--- config.mk ---
export PLATFORM = sky130hd
export DESIGN_NAME = matrix_mult_seq
export DESIGN_NICKNAME = d
export VERILOG_FILES = /design/src/rtl/matrix_mult_seq.sv
export SDC_FILE = /design/constraint.sdc
export NUM_CORES = 1
export LEC_CHECK = 0
export ABC_CLOCK_PERIOD_IN_PS = 11750
export BUFFER_PORTS_ARGS = -buffer_cell sky130_fd_sc_hd__clkbuf_2
export CELL_PAD_IN_SITES_DETAIL_PLACEMENT = 2
export CELL_PAD_IN_SITES_GLOBAL_PLACEMENT = 2
export CORE_AREA = 2 2 139 141
export CTS_BUF_LIST = sky130_fd_sc_hd__clkbuf_8
export CTS_CLUSTER_SIZE = 25
export DETAILED_ROUTE_END_ITERATION = 8
export DIE_AREA = 0 0 141 143
export PLACE_DENSITY_LB_ADDON = 0.1
export SLEW_MARGIN = 30
export SYNTH_ARGS = -nofsm -noshare
export SYNTH_HDL_FRONTEND = slang
export SYNTH_SLANG_ARGS = --single-unit
export TNS_END_PERCENT = 50
--- constraint.sdc ---
create_clock -name clk -period 11.75 [get_ports clk]
set_input_delay 0.5875 -clock clk [delete_from_list [all_inputs] [get_ports clk]]
set_output_delay 0.5875 -clock clk [all_outputs]
set_load 0.01 [all_outputs]
--- src/rtl/matrix_mult_seq.sv ---
// rtl/matrix_mult_seq.sv - sequential N x N unsigned matrix multiplier, one shared MAC per clock
//
// Computes C = A x B. The operands are captured on start, and then N^3 MAC cycles
// run with k innermost, then j, then i. Each finished element goes into an internal
// buffer, and the whole buffer is copied to C in a single step at completion.
//
// Build option: define MATMUL_SAT_EN to saturate each element to 2^W-1 instead of
// wrapping, and to add the sat output.
//
// Ports:
//   clk    in   rising-edge clock
//   rst_n  in   synchronous active-low reset
//   start  in   operation request, sampled only when idle
//   A, B   in   N*N*W operands, element (i,j) at [(i*N+j)*W +: W]
//   C      out  N*N*W registered result, same packing
//   busy   out  high while an operation is in progress
//   done   out  one-cycle pulse when C is updated
//   sat    out  (MATMUL_SAT_EN only) any element of the last operation saturated

module matrix_mult_seq #(
    parameter int N     = 2,
    parameter int W     = 8,
    parameter int ACC_W = 2*W + $clog2(N)
) (
    input  logic             clk,
    input  logic             rst_n,
    input  logic             start,
    input  logic [N*N*W-1:0] A,
    input  logic [N*N*W-1:0] B,
    output logic [N*N*W-1:0] C,
    output logic             busy,
    output logic             done
`ifdef MATMUL_SAT_EN
    ,
    output logic             sat
`endif
);

    localparam int IDX_W = $clog2(N);
    localparam logic [IDX_W-1:0] LAST = IDX_W'(N-1);

    typedef enum logic {S_IDLE, S_MAC} state_t;

    state_t             r_state;
    logic [N*N*W-1:0]   r_a;
    logic [N*N*W-1:0]   r_b;
    logic [N*N*W-1:0]   r_buf;
    logic [ACC_W-1:0]   r_acc;
    logic [IDX_W-1:0]   r_i;
    logic [IDX_W-1:0]   r_j;
    logic [IDX_W-1:0]   r_k;

    logic [W-1:0]       w_a_elem;
    logic [W-1:0]       w_b_elem;
    logic [2*W-1:0]     w_prod;
    logic [ACC_W-1:0]   w_sum;
    logic [W-1:0]       w_res;
    logic [N*N*W-1:0]   w_buf_next;
    logic               w_k_last;
    logic               w_j_last;
    logic               w_i_last;

`ifdef MATMUL_SAT_EN
    logic               r_sat_any;
    logic               w_sat_elem;
`endif

    always_comb begin
        w_a_elem = r_a[(int'(r_i)*N + int'(r_k))*W +: W];
        w_b_elem = r_b[(int'(r_k)*N + int'(r_j))*W +: W];
        w_prod   = (2*W)'(w_a_elem) * (2*W)'(w_b_elem);
        w_sum    = r_acc + ACC_W'(w_prod);
        w_k_last = (r_k == LAST);
        w_j_last = (r_j == LAST);
        w_i_last = (r_i == LAST);
`ifdef MATMUL_SAT_EN
        // The full-width sum exceeds 2^W-1 exactly when any bit above W-1 is set.
        w_sat_elem = (w_sum[ACC_W-1:W] != '0);
        w_res      = w_sat_elem ? {W{1'b1}} : w_sum[W-1:0];
`else
        w_res      = w_sum[W-1:0];
`endif
        // The buffer already includes the element finishing this cycle, so the last
        // element of the matrix reaches C together with all the others.
        w_buf_next = r_buf;
        w_buf_next[(int'(r_i)*N + int'(r_j))*W +: W] = w_res;
    end

    always_ff @(posedge clk) begin
        if (!rst_n) begin
            r_state <= S_IDLE;
            r_a     <= '0;
            r_b     <= '0;
            r_buf   <= '0;
            r_acc   <= '0;
            r_i     <= '0;
            r_j     <= '0;
            r_k     <= '0;
            C       <= '0;
            busy    <= 1'b0;
            done    <= 1'b0;
`ifdef MATMUL_SAT_EN
            r_sat_any <= 1'b0;
            sat       <= 1'b0;
`endif
        end else begin
            done <= 1'b0;
            case (r_state)
                S_IDLE: begin
                    if (start) begin
                        r_a     <= A;
                        r_b     <= B;
                        r_acc   <= '0;
                        r_i     <= '0;
                        r_j     <= '0;
                        r_k     <= '0;
                        busy    <= 1'b1;
                        r_state <= S_MAC;
`ifdef MATMUL_SAT_EN
                        r_sat_any <= 1'b0;
                        sat       <= 1'b0;
`endif
                    end
                end
                S_MAC: begin
                    if (!w_k_last) begin
                        r_acc <= w_sum;
                        r_k   <= r_k + 1'b1;
                    end else begin
                        r_acc <= '0;
                        r_buf <= w_buf_next;
                        r_k   <= '0;
`ifdef MATMUL_SAT_EN
                        r_sat_any <= r_sat_any | w_sat_elem;
`endif
                        if (!w_j_last) begin
                            r_j <= r_j + 1'b1;
                        end else begin
                            r_j <= '0;
                            if (!w_i_last) begin
                                r_i <= r_i + 1'b1;
                            end else begin
                                r_i     <= '0;
                                C       <= w_buf_next;
                                done    <= 1'b1;
                                busy    <= 1'b0;
                                r_state <= S_IDLE;
`ifdef MATMUL_SAT_EN
                                sat     <= r_sat_any | w_sat_elem;
`endif
                            end
                        end
                    end
                end
                default: r_state <= S_IDLE;
            endcase
        end
    end

endmodule

# Word level (Yosys, flattened, before mapping)
# Cells that the tools add are included.
dict set report word_totals {
  register_bits 151
  input_bits 67
  output_inout_bits 34
  wordCells 61
}
dict set report classes {
  add_sub_neg 8
  multipliers 1
  eq_ne 4
  n_shift 4
  muxes 25
  n_bitwise 1
  n_reduce_logical 7
}
# cell n
set ops {}
lappend ops {{$shiftx A32 B7 Y8} 2}
lappend ops {{$mux W17} 2}
lappend ops {{$pmux W17 S2} 1}
lappend ops {{$neg A6 Y33} 1}
lappend ops {{$shift A8 B33 Y32 const A} 1}
lappend ops {{$shiftx A8 B33 Y32} 1}
lappend ops {{$bwmux W32} 1}
lappend ops {{$add A17 B16 Y17} 1}
lappend ops {{$mul A8 B8 Y16} 1}
lappend ops {{$mux W1} 16}
lappend ops {{$reduce_and A4 Y1} 3}
lappend ops {{$pmux W1 S2} 5}
lappend ops {{$add A2 B1 Y3} 3}
lappend ops {{$ne A2 B1 Y1 const B} 3}
lappend ops {{$reduce_and A2 Y1} 3}
lappend ops {{$add A1 B1 Y1 const B} 3}
lappend ops {{$reduce_and A3 Y1} 1}
lappend ops {{$ne A2 B2 Y1 const B} 1}
lappend ops {{$not A1 Y1} 1}

# Logic depth before layout (Yosys ltp)
# Gate-level depths: netlist (run 1).
dict set report logic_depth {
  word_depth 6
  ltp_mapped 19
  depth_no_buf 17
}

# Worst setup path after synthesis (run 1)
# Ideal clock, no wire load.
dict set report synth_path {
  path_kind {reg2reg}
  start {reg r_k}
  end {reg r_buf[15]}
  setup_ns 0.087
  t_arrival_ns 4.827
  required_ns 11.663
  setup_slack_ns 6.836
  path_stages_with_launch 18
  path_buffers 1
  period_less_slack_ns 4.914
  cell_sequence {dfxtp_1 > buf_6 > mux4_1 > and2_1 > fa_1 > ha_1 > ha_1 > inv_1 > fa_1 > inv_1 > ha_1 > fa_1 > a21o_1 > a21oi_1 > xnor2_1 > xnor2_1 > xnor3_2 > o31ai_1}
}
dict set report synth_via {
  elab_chain_cells 6
  elab_cells_between_ends 9
  cone_classes {add/sub (3); mul (1); shift (3); mux (1); reduce/logical (1)}
}
# element line_no
set synth_lines {}
lappend synth_lines {{start, declared} 51} ;# logic [IDX_W-1:0] r_k;
lappend synth_lines {{start signal, assigned} 128} ;# r_k <= r_k + 1'b1;
lappend synth_lines {{$add A2 B1 Y3 (on tied branches)} {69, 70}}
lappend synth_lines {{$shiftx A32 B7 Y8 (on tied branches)} {69, 70}}
lappend synth_lines {{$mul A8 B8 Y16} 71} ;# w_prod = (2*W)'(w_a_elem) * (2*W)'(w_b_elem);
lappend synth_lines {{$add A17 B16 Y17} 72} ;# w_sum = r_acc + ACC_W'(w_prod);
lappend synth_lines {{$shiftx A8 B33 Y32} 86} ;# w_buf_next[(int'(r_i)*N + int'(r_j))*W +: W] = w_res;
lappend synth_lines {{$bwmux W32} 86}
lappend synth_lines {{end signal, assigned} 131} ;# r_buf <= w_buf_next;
lappend synth_lines {{end, declared} 47} ;# logic [N*N*W-1:0] r_buf;
# Several ways; a longest one is shown, not always the timed one.
# A chain may end at the register's enable or synchronous reset.

# Worst setup path in the final report (run 1)
dict set report layout_path {
  start {reg r_k}
  end {reg r_buf[7]}
}
# Same word-level chain as after synthesis.

==> key figures, run 1 <==
Synth
  • Mapped cell area: 7201 µm²
  • Syn_nets: 906
  • Post-synth top area share: 39.48%
  • Post-synth EDFFs: 0
  • Main flop type after synthesis: dfxtp_1
  • Post-synth top cells: nand2_1 (204), dfxtp_1 (142), a21boi_0 (67)
  • Syn avg cell area: 9.012 µm²
  • Post-synth ARST share: 0%
  • Yosys synthesis warning count: 0
  • Sequential-to-total area share from yosys stat: 39.48%
  • Yosys reg bits: 142
  • Top cell type by total area after synthesis: dfxtp_1
  • Dominant cells by area after synthesis: dfxtp_1 (39%), nand2_1 (11%), a21boi_0 (7.0%), o211a_1 (5.8%), fa_1 (5.0%)
  • Unique masters post-synth: 44
  • Synthesized instance count: 799
  • Cell with the most instances after synthesis: nand2_1

Floorplan
  • Die Height: 143 µm
  • Die area: 20160 µm²
  • Starting density of the core: 38.75%
  • Die X-Extent: 141 µm
  • # IOs: 101
  • Core area: 18580 µm²
  • Rows: 50

STA
  • Final Cycle Share: 46.84%
  • Setup_tns: 0 ns
  • Max Slew Vio Count: 0
  • RSZ-0062 raised after global routing: no
  • Slew HR: 36.00%
  • Max Clock Skew: 0.01548 ns
  • Slew @ Worst Pin: 0.9521 ns
  • Hold Vio Cnt, Final: 0
  • F_max: 0.1817 GHz
  • # setup viols final: 0
  • Fin crit period: 5.504 ns

Cells and area
  • # diodes: 0
  • Layout net count: 980
  • P&R area growth vs syn: 14.40%
  • Layout cells sized above 1: 18.08%

Pwr
  • Pwr dens: 120.1 nW/µm²
  • Net Sw Power: 295.8 µW
  • Sw frac: 29.88%
  • Clock group share of total power: 37.2%
  • Logic gate share of total power: 11.3%
  • Worst VDD drop: 59.94 µV
  • Leak: 3.835 nW
  • Internal power: 694.0 µW
  • Flop pwr share: 51.5%
  • Pwr Total: 989.8 µW

CTS
  • Total CTS buffers: 17
  • Post-cts sizing count: 0
  • Longest Clk Path Bufs: 2
  • Reg clk slew, reported paths: 0.09 ns
  • Cts hold-fix bufs: 0
  • Htree depth: 4
  • CTS Sinks: 142
  • Root Driver: clkbuf_8
  • CTS tree: yes
  • Worst-skew pair later-pin latency: 0.46 ns
  • # Post-CTS Setup Buffers: 0

Placement
  • DP HPWL: 15320 µm
  • Routability cong.: 0.8005
  • Port Buffer Count: 100

Worst setup path
  • WP data arrival: 5.87 ns
  • Crit. End Element: register
  • Worst path required time: 12.11 ns
  • Critical path fanouts, max: 17
  • Crit path kind: register to register
  • R2R Setup Slk: 6.25 ns
  • Worst r2r path cells: 17
  • CP startpoint kind: register

Job
  • MaxCap Viol Count: 0

Global route
  • Pin count of the biggest net entering global routing: 80
  • GR Util All Layers: 22.13%
  • Initial antenna violation count: 0
  • First-pass GRT wire length: 34710 µm
  • Vias in the first global route: 6559
  • Grt ovf: 0

Detailed routing
  • WL/cell: 19.06 µm
  • Vias per inst: 5.305
  • Antenna Nets Post-Route: 0
  • Routed via count: 5936
  • # DRC: 0
  • Post-Route WL: 21330 µm
  • DR iter-0 viols: 252
  • Drt pass-1 iters: 4

Min path
  • Hold depth: 3
  • Hold Path Class: input pin to register

Run status
  • Status: complete, no violations
[sequential cells by signal (all words and copies together) (netlist names)]
name / count
r_b: 32
r_acc: 8
C: 32
done: 1
busy: 1
r_a: 32
r_state: 1
r_buf: 32
r_i: 1
r_k: 1
r_j: 1
[power groups by stage]
stage,sequential (mW),combinational (mW),clock [mW]
after floorplan,0.515,0.0762,0
after global placement,0.520,0.107,0
after detailed placement,0.521,0.113,0
after CTS,0.510,0.114,0.379
after global routing,0.512,0.125,0.404
final,0.510,0.112,0.368
[layer usage]
layer	wire length (µm)	track usage, %
met1	9641	27.71
met2	10750	39.10
met3	680	4.728
met4	259	5.368
met5	0	0
[placed cells by master (no fill, tap or decap), drive strengths merged]
| cell | Yosys | routed |
|---|---|---|
| a21boi | 67 | 67 |
| or2 | 1 | 1 |
| a21o | 3 | 3 |
| ha | 22 | 22 |
| nand3 | 9 | 9 |
| nor2 | 13 | 13 |
| nor4bb | 1 | 1 |
| o211ai | 2 | 2 |
| fa | 18 | 18 |
| xnor2 | 14 | 14 |
| xnor3 | 3 | 3 |
| a221oi | 7 | 7 |
| o211a | 42 | 42 |
| xor2 | 6 | 6 |
| nor4 | 1 | 1 |
| a22oi | 7 | 7 |
| nor2b | 38 | 38 |
| clkinv | 1 | 3 |
| and2 | 16 | 16 |
| clkinvlp | 0 | 5 |
| a21oi | 27 | 27 |
| nor3b | 9 | 9 |
| dfxtp | 142 | 142 |
| clkbuf | 39 | 116 |
| nand2 | 206 | 206 |
| nor3 | 7 | 7 |
| a31oi | 5 | 5 |
| and3 | 2 | 2 |
| and3b | 1 | 1 |
| o21ai | 7 | 7 |
| mux4 | 16 | 16 |
| nand2b | 2 | 2 |
| or4 | 1 | 1 |
| nand3b | 2 | 2 |
| o31ai | 4 | 4 |
| buf | 15 | 10 |
| inv | 43 | 50 |
[area by class of cell]
| type | instances | area [µm²] |
|---|---|---|
| Tap cell | 234 | 292.8 |
| Clock buffer | 17 | 234.0 |
| Clock inverter | 14 | 123.9 |
| Multi-Input combinational cell | 559 | 3981 |
| Sequential cell | 142 | 2843 |
| Fill cell | 2087 | 10340 |
| Inverter | 44 | 165.2 |
| Timing Repair Buffer | 109 | 598.1 |
[metrics by stage]
| stage | hold slack [ns] | setup slack [ns] | area (µm²) | instances | utilization (%) |
|---|---|---|---|---|---|
| floorplan | 0.4386 | 6.836 | 7201 | 799 | - |
| global placement | 0.4485 | 6.405 | 7838 | 1086 | 42.18 |
| detailed placement | 0.4662 | 6.225 | 7880 | 1088 | 42.41 |
| CTS | 0.3231 | 6.200 | 8238 | 1119 | 44.34 |
| global route | 0.3283 | 5.883 | 8238 | 1119 | 44.34 |
| finish | 0.3422 | 6.246 | 8238 | 1119 | 44.34 |
[final timing paths]
path / start / endpoint
setup / recovery: r_k / r_buf[7]
hold / removal: A[3] / r_a[3]
setup reg to reg: r_k / r_buf[7]
hold reg to reg: r_a[13] / r_a[13]
[cell families after synthesis]
group                      count (synthesis)  share of synthesized area [%]
AOI/OAI and AO/OA                        171                          18.14
xor gates and xnor gates                  23                          3.493
adders and majority gates                 40                          8.827
buffers and inverters                     98                          5.386
DFF                                      142                          39.48
muxes                                     16                          5.265
and+or+nand+nor                          309                          19.41
[critical path, stage by stage (launching register included)]
cell,delay (ns)
dfxtp_1,0.41
buf_4,0.34
mux4_1,0.75
and2_1,0.22
fa_1,0.39
ha_1,0.28
ha_1,0.29
inv_1,0.06
fa_1,0.53
inv_1,0.04
ha_1,0.21
fa_1,0.41
a21o_1,0.17
a21oi_1,0.24
xnor2_1,0.18
xnor2_1,0.14
xnor3_2,0.49
o31ai_1,0.25
(Power assumes the default switching activity.)
==> run 2: changes to the inputs <==
--- a/config.mk
+++ b/config.mk
@@ -5,15 +5,16 @@
 export SDC_FILE = /design/constraint.sdc
 export NUM_CORES = 1
 export LEC_CHECK = 0
-export ABC_CLOCK_PERIOD_IN_PS = 11750
+export ABC_AREA = 1
+export ABC_CLOCK_PERIOD_IN_PS = 5400
 export BUFFER_PORTS_ARGS = -buffer_cell sky130_fd_sc_hd__clkbuf_2
 export CELL_PAD_IN_SITES_DETAIL_PLACEMENT = 2
 export CELL_PAD_IN_SITES_GLOBAL_PLACEMENT = 2
-export CORE_AREA = 2 2 139 141
+export CORE_AREA = 2 2 154 156
 export CTS_BUF_LIST = sky130_fd_sc_hd__clkbuf_8
 export CTS_CLUSTER_SIZE = 25
 export DETAILED_ROUTE_END_ITERATION = 8
-export DIE_AREA = 0 0 141 143
+export DIE_AREA = 0 0 156 158
 export PLACE_DENSITY_LB_ADDON = 0.1
 export SLEW_MARGIN = 30
 export SYNTH_ARGS = -nofsm -noshare
==> constraint.sdc (replaced) <==
create_clock -name clk -period 5.4 [get_ports clk]
set_input_delay 0.27 -clock clk [delete_from_list [all_inputs] [get_ports clk]]
set_output_delay 0.27 -clock clk [all_outputs]
set_load 0.01 [all_outputs]
==> run 2 against run 1 <==
Against the previous run: sequential cell count unchanged; die area up 22%; critical path depth up 12; critical endpoint is now C[7].
==> key figures, run 2 <==
Run status
  • Status: complete, no violations

Detailed routing
  • Routed via count: 7124 (+20%)
  • DR iter-0 viols: 172 (-32%)
  • Antenna Nets Post-Route: 0 (unchanged)
  • Drt pass-1 iters: 4 (unchanged)
  • # DRC: 0 (unchanged)
  • WL/cell: 16.06 µm (-16%)
  • Post-Route WL: 23660 µm (+11%)
  • Vias per inst: 4.836 (-8.8%)

Synth
  • Post-synth top area share: 37.99% (-1.5 points)
  • Largest family of logic cells by synthesized area: simple AND/OR/NAND/NOR gates
  • Cell with the most instances after synthesis: nand2_1
  • Post-Synth Simple-Gate Area: 23.19% (+3.8 points)
  • Post-synth top cells: nand2_1 (196), inv_1 (181), nor2_1 (152)
  • Share of synthesized area spent on multiplexers: 0% (-5.3 points)
  • Top cell type by total area after synthesis: dfxtp_1
  • Unique masters post-synth: 34 (-23%)
  • Yosys reg bits: 142 (unchanged)
  • Main flop type after synthesis: dfxtp_1
  • Synth Area in XOR/XNOR: 0.4682% (-3.0 points)
  • Post-synth ARST share: 0% (unchanged)
  • Yosys synthesis warning count: 0 (unchanged)
  • Mapped cell area: 7482 µm² (+3.9%)
  • Syn_nets: 1200 (+32%)
  • Post-Synth Adder-Cell Area: 8.495% (-0.33 points)
  • Synthesized instance count: 1093 (+37%)
  • Post-synth EDFFs: 0 (unchanged)
  • Synth Area in Compound Gates: 16.61% (-1.5 points)
  • Syn avg cell area: 6.846 µm² (-24%)
  • Dominant cells by area after synthesis: dfxtp_1 (38%), nand2_1 (9.8%), inv_1 (9.1%), o21ai_0 (7.8%), nor2_1 (7.6%)
  • Sequential-to-total area share from yosys stat: 37.99% (-1.5 points)

Floorplan
  • Rows: 56 (+12%)
  • Starting density of the core: 32.46% (-6.3 points)
  • Die Height: 158 µm (+10%)
  • Die X-Extent: 156 µm (+11%)
  • Core area: 23050 µm² (+24%)
  • Die area: 24650 µm² (+22%)
  • # IOs: 101 (unchanged)

Worst setup path
  • WP data arrival: 5.32 ns (-0.55 ns)
  • Reg-to-reg startpoint: r_j
  • Critical Path Start: r_j
  • CP peak stage delay: 0.51 ns (-0.24 ns)
  • Slowest CP cell: fa_1
  • Cell family with most CP delay: adder cells
  • Crit path kind: register to register
  • Most used cell, CP: nand2_1
  • Critical path fanouts, max: 9 (-8)
  • Buf+Inv Stages, Crit Path: 8 (+5)
  • CP startpoint kind: register
  • Worst path required time: 5.75 ns (-6.36 ns)
  • Crit. End Element: register

Global route
  • Initial antenna violation count: 0 (unchanged)
  • First-pass GRT wire length: 39110 µm (+13%)
  • Vias in the first global route: 7804 (+19%)
  • Pin count of the biggest net entering global routing: 76 (-5.0%)
  • Grt ovf: 0 (unchanged)
  • GR Util All Layers: 20.16% (-2.0 points)

STA
  • Fin worst setup slack: 0.4274 ns (-5.819 ns)
  • Fin crit period: 4.973 ns (-0.5313 ns)
  • F_max: 0.2011 GHz (+11%)
  • Slew @ Worst Pin: 0.7837 ns (-0.1684 ns)
  • # setup viols final: 0 (unchanged)
  • RSZ-0062 raised after global routing: no
  • Max Slew Vio Count: 0 (unchanged)
  • Hold Vio Cnt, Final: 0 (unchanged)
  • Setup_tns: 0 ns (unchanged)
  • Max Clock Skew: 0.02175 ns (+0.006265 ns)
  • Final Cycle Share: 92.09% (+45 points)
  • Slew HR: 47.70% (+12 points)
  • Hold Worst Slack: 0.02962 ns (-0.3126 ns)

CTS
  • CTS tree: yes
  • CTS Sinks: 142 (unchanged)
  • Root Driver: clkbuf_8
  • Htree depth: 4 (unchanged)
  • Worst-skew pair later-pin latency: 0.47 ns (about the same)
  • Reg clk slew, reported paths: 0.10 ns (about the same)
  • Longest Clk Path Bufs: 2 (unchanged)
  • Total CTS buffers: 17 (unchanged)
  • # Post-CTS Setup Buffers: 0 (unchanged)

Cells and area
  • # diodes: 0 (unchanged)
  • Most frequent cells in the layout: nand2_1 (196), inv_1 (181), nor2_1 (151)
  • Fin cells: 1473 (+32%)
  • Fillcell total: 2831 (+36%)
  • Final Cell Area: 8631 µm² (+4.8%)
  • Layout net count: 1277 (+30%)
  • Register area: 2850 µm² (+0.26%)
  • Multi-input gate area: 3670 µm² (-7.8%)
  • Layout cells sized above 1: 15.38% (-2.7 points)
  • P&R area growth vs syn: 15.35%
  • Commonest non-fill, non-tap cell in the layout: nand2_1

Pwr
  • Leak: 4.304 nW (+12%)
  • Pwr dens: 292.4 nW/µm² (+140%)
  • Worst VDD drop: 135.7 µV (+130%)

Placement
  • Cell Area, Placed: 8177 µm² (+3.8%)
  • Port Buffer Count: 100 (unchanged)
  • DP HPWL: 17450 µm (+14%)
  • Routability cong.: 0.8004 (about the same)
  • Placed cell count: 1440 (+32%)
  • Worst slack, placed: -0.05764 ns (-6.283 ns)

Job
  • MaxCap Viol Count: 0 (unchanged)

Min path
  • HP Start: A[11]
  • Hold Path Class: input pin to register
-- run 2: cell families (layout without fill, tap and decap cells) --
logic type / after synthesis / after routing
compound gates: 238 / 238
xor+xnor: 4 / 4
fa+ha+maj: 40 / 40
buf+inv: 247 / 337
flops: 142 / 142
simple gates: 422 / 422
-- run 2: worst paths after layout --
path                   to  depth (start not counted)  slack, ns
hold reg to reg   r_b[25]                          2       0.46
hold / removal    r_a[11]                          3       0.03
setup reg to reg     C[7]                         29       0.43
setup / recovery     C[7]                         29       0.43
-- run 2: timing repair --
| item | in CTS | in global routing |
|---|---|---|
| hold buffers | 1 | 0 |
| gates resized for setup | 2 | 13 |
| hold endpoints to repair | 1 | 0 |
| cloned | 0 | 0 |
| endpoints found under the setup margin | 7 | 13 |
| pin swaps | 0 | 0 |
-- run 2: metal layers --
layer	vias up	wire, µm	track usage [%]
li1	3561	-	-
met1	3465	10400	23.04
met2	77	12430	38.60
met3	21	499	3.449
met4	0	331	5.417
met5	-	0	0
-- run 2: layout make-up --
type	count	area share [%]
multi-input cells	704	42.52
flip-flops and latches	142	33.02
inverters	191	8.437
repair buffers	114	7.190
well taps	290	4.204
clock buffers	18	2.870
clock inverters	14	1.754
-- run 2: power breakdown --
| part | switching [mW] | internal (mW) | total (mW) |
|---|---|---|---|
| Sequential | 0.0251 | 1.10 | 1.12 |
| Clock | 0.492 | 0.396 | 0.888 |
| Combinational | 0.344 | 0.169 | 0.514 |
-- run 2: per-stage QoR --
step / util [%] / total power [mW]
after floorplan: - / 1.479
after global placement: 35.47 / 1.650
after detailed placement: 35.47 / 1.664
after CTS: 37.26 / 2.569
after global routing: 37.44 / 2.692
final: 37.44 / 2.524
-- run 2: tightest hold or removal path: stages --
cell and delay, ns:
clkbuf_2 0.08, nor2_1 0.04, nor2_1 0.08
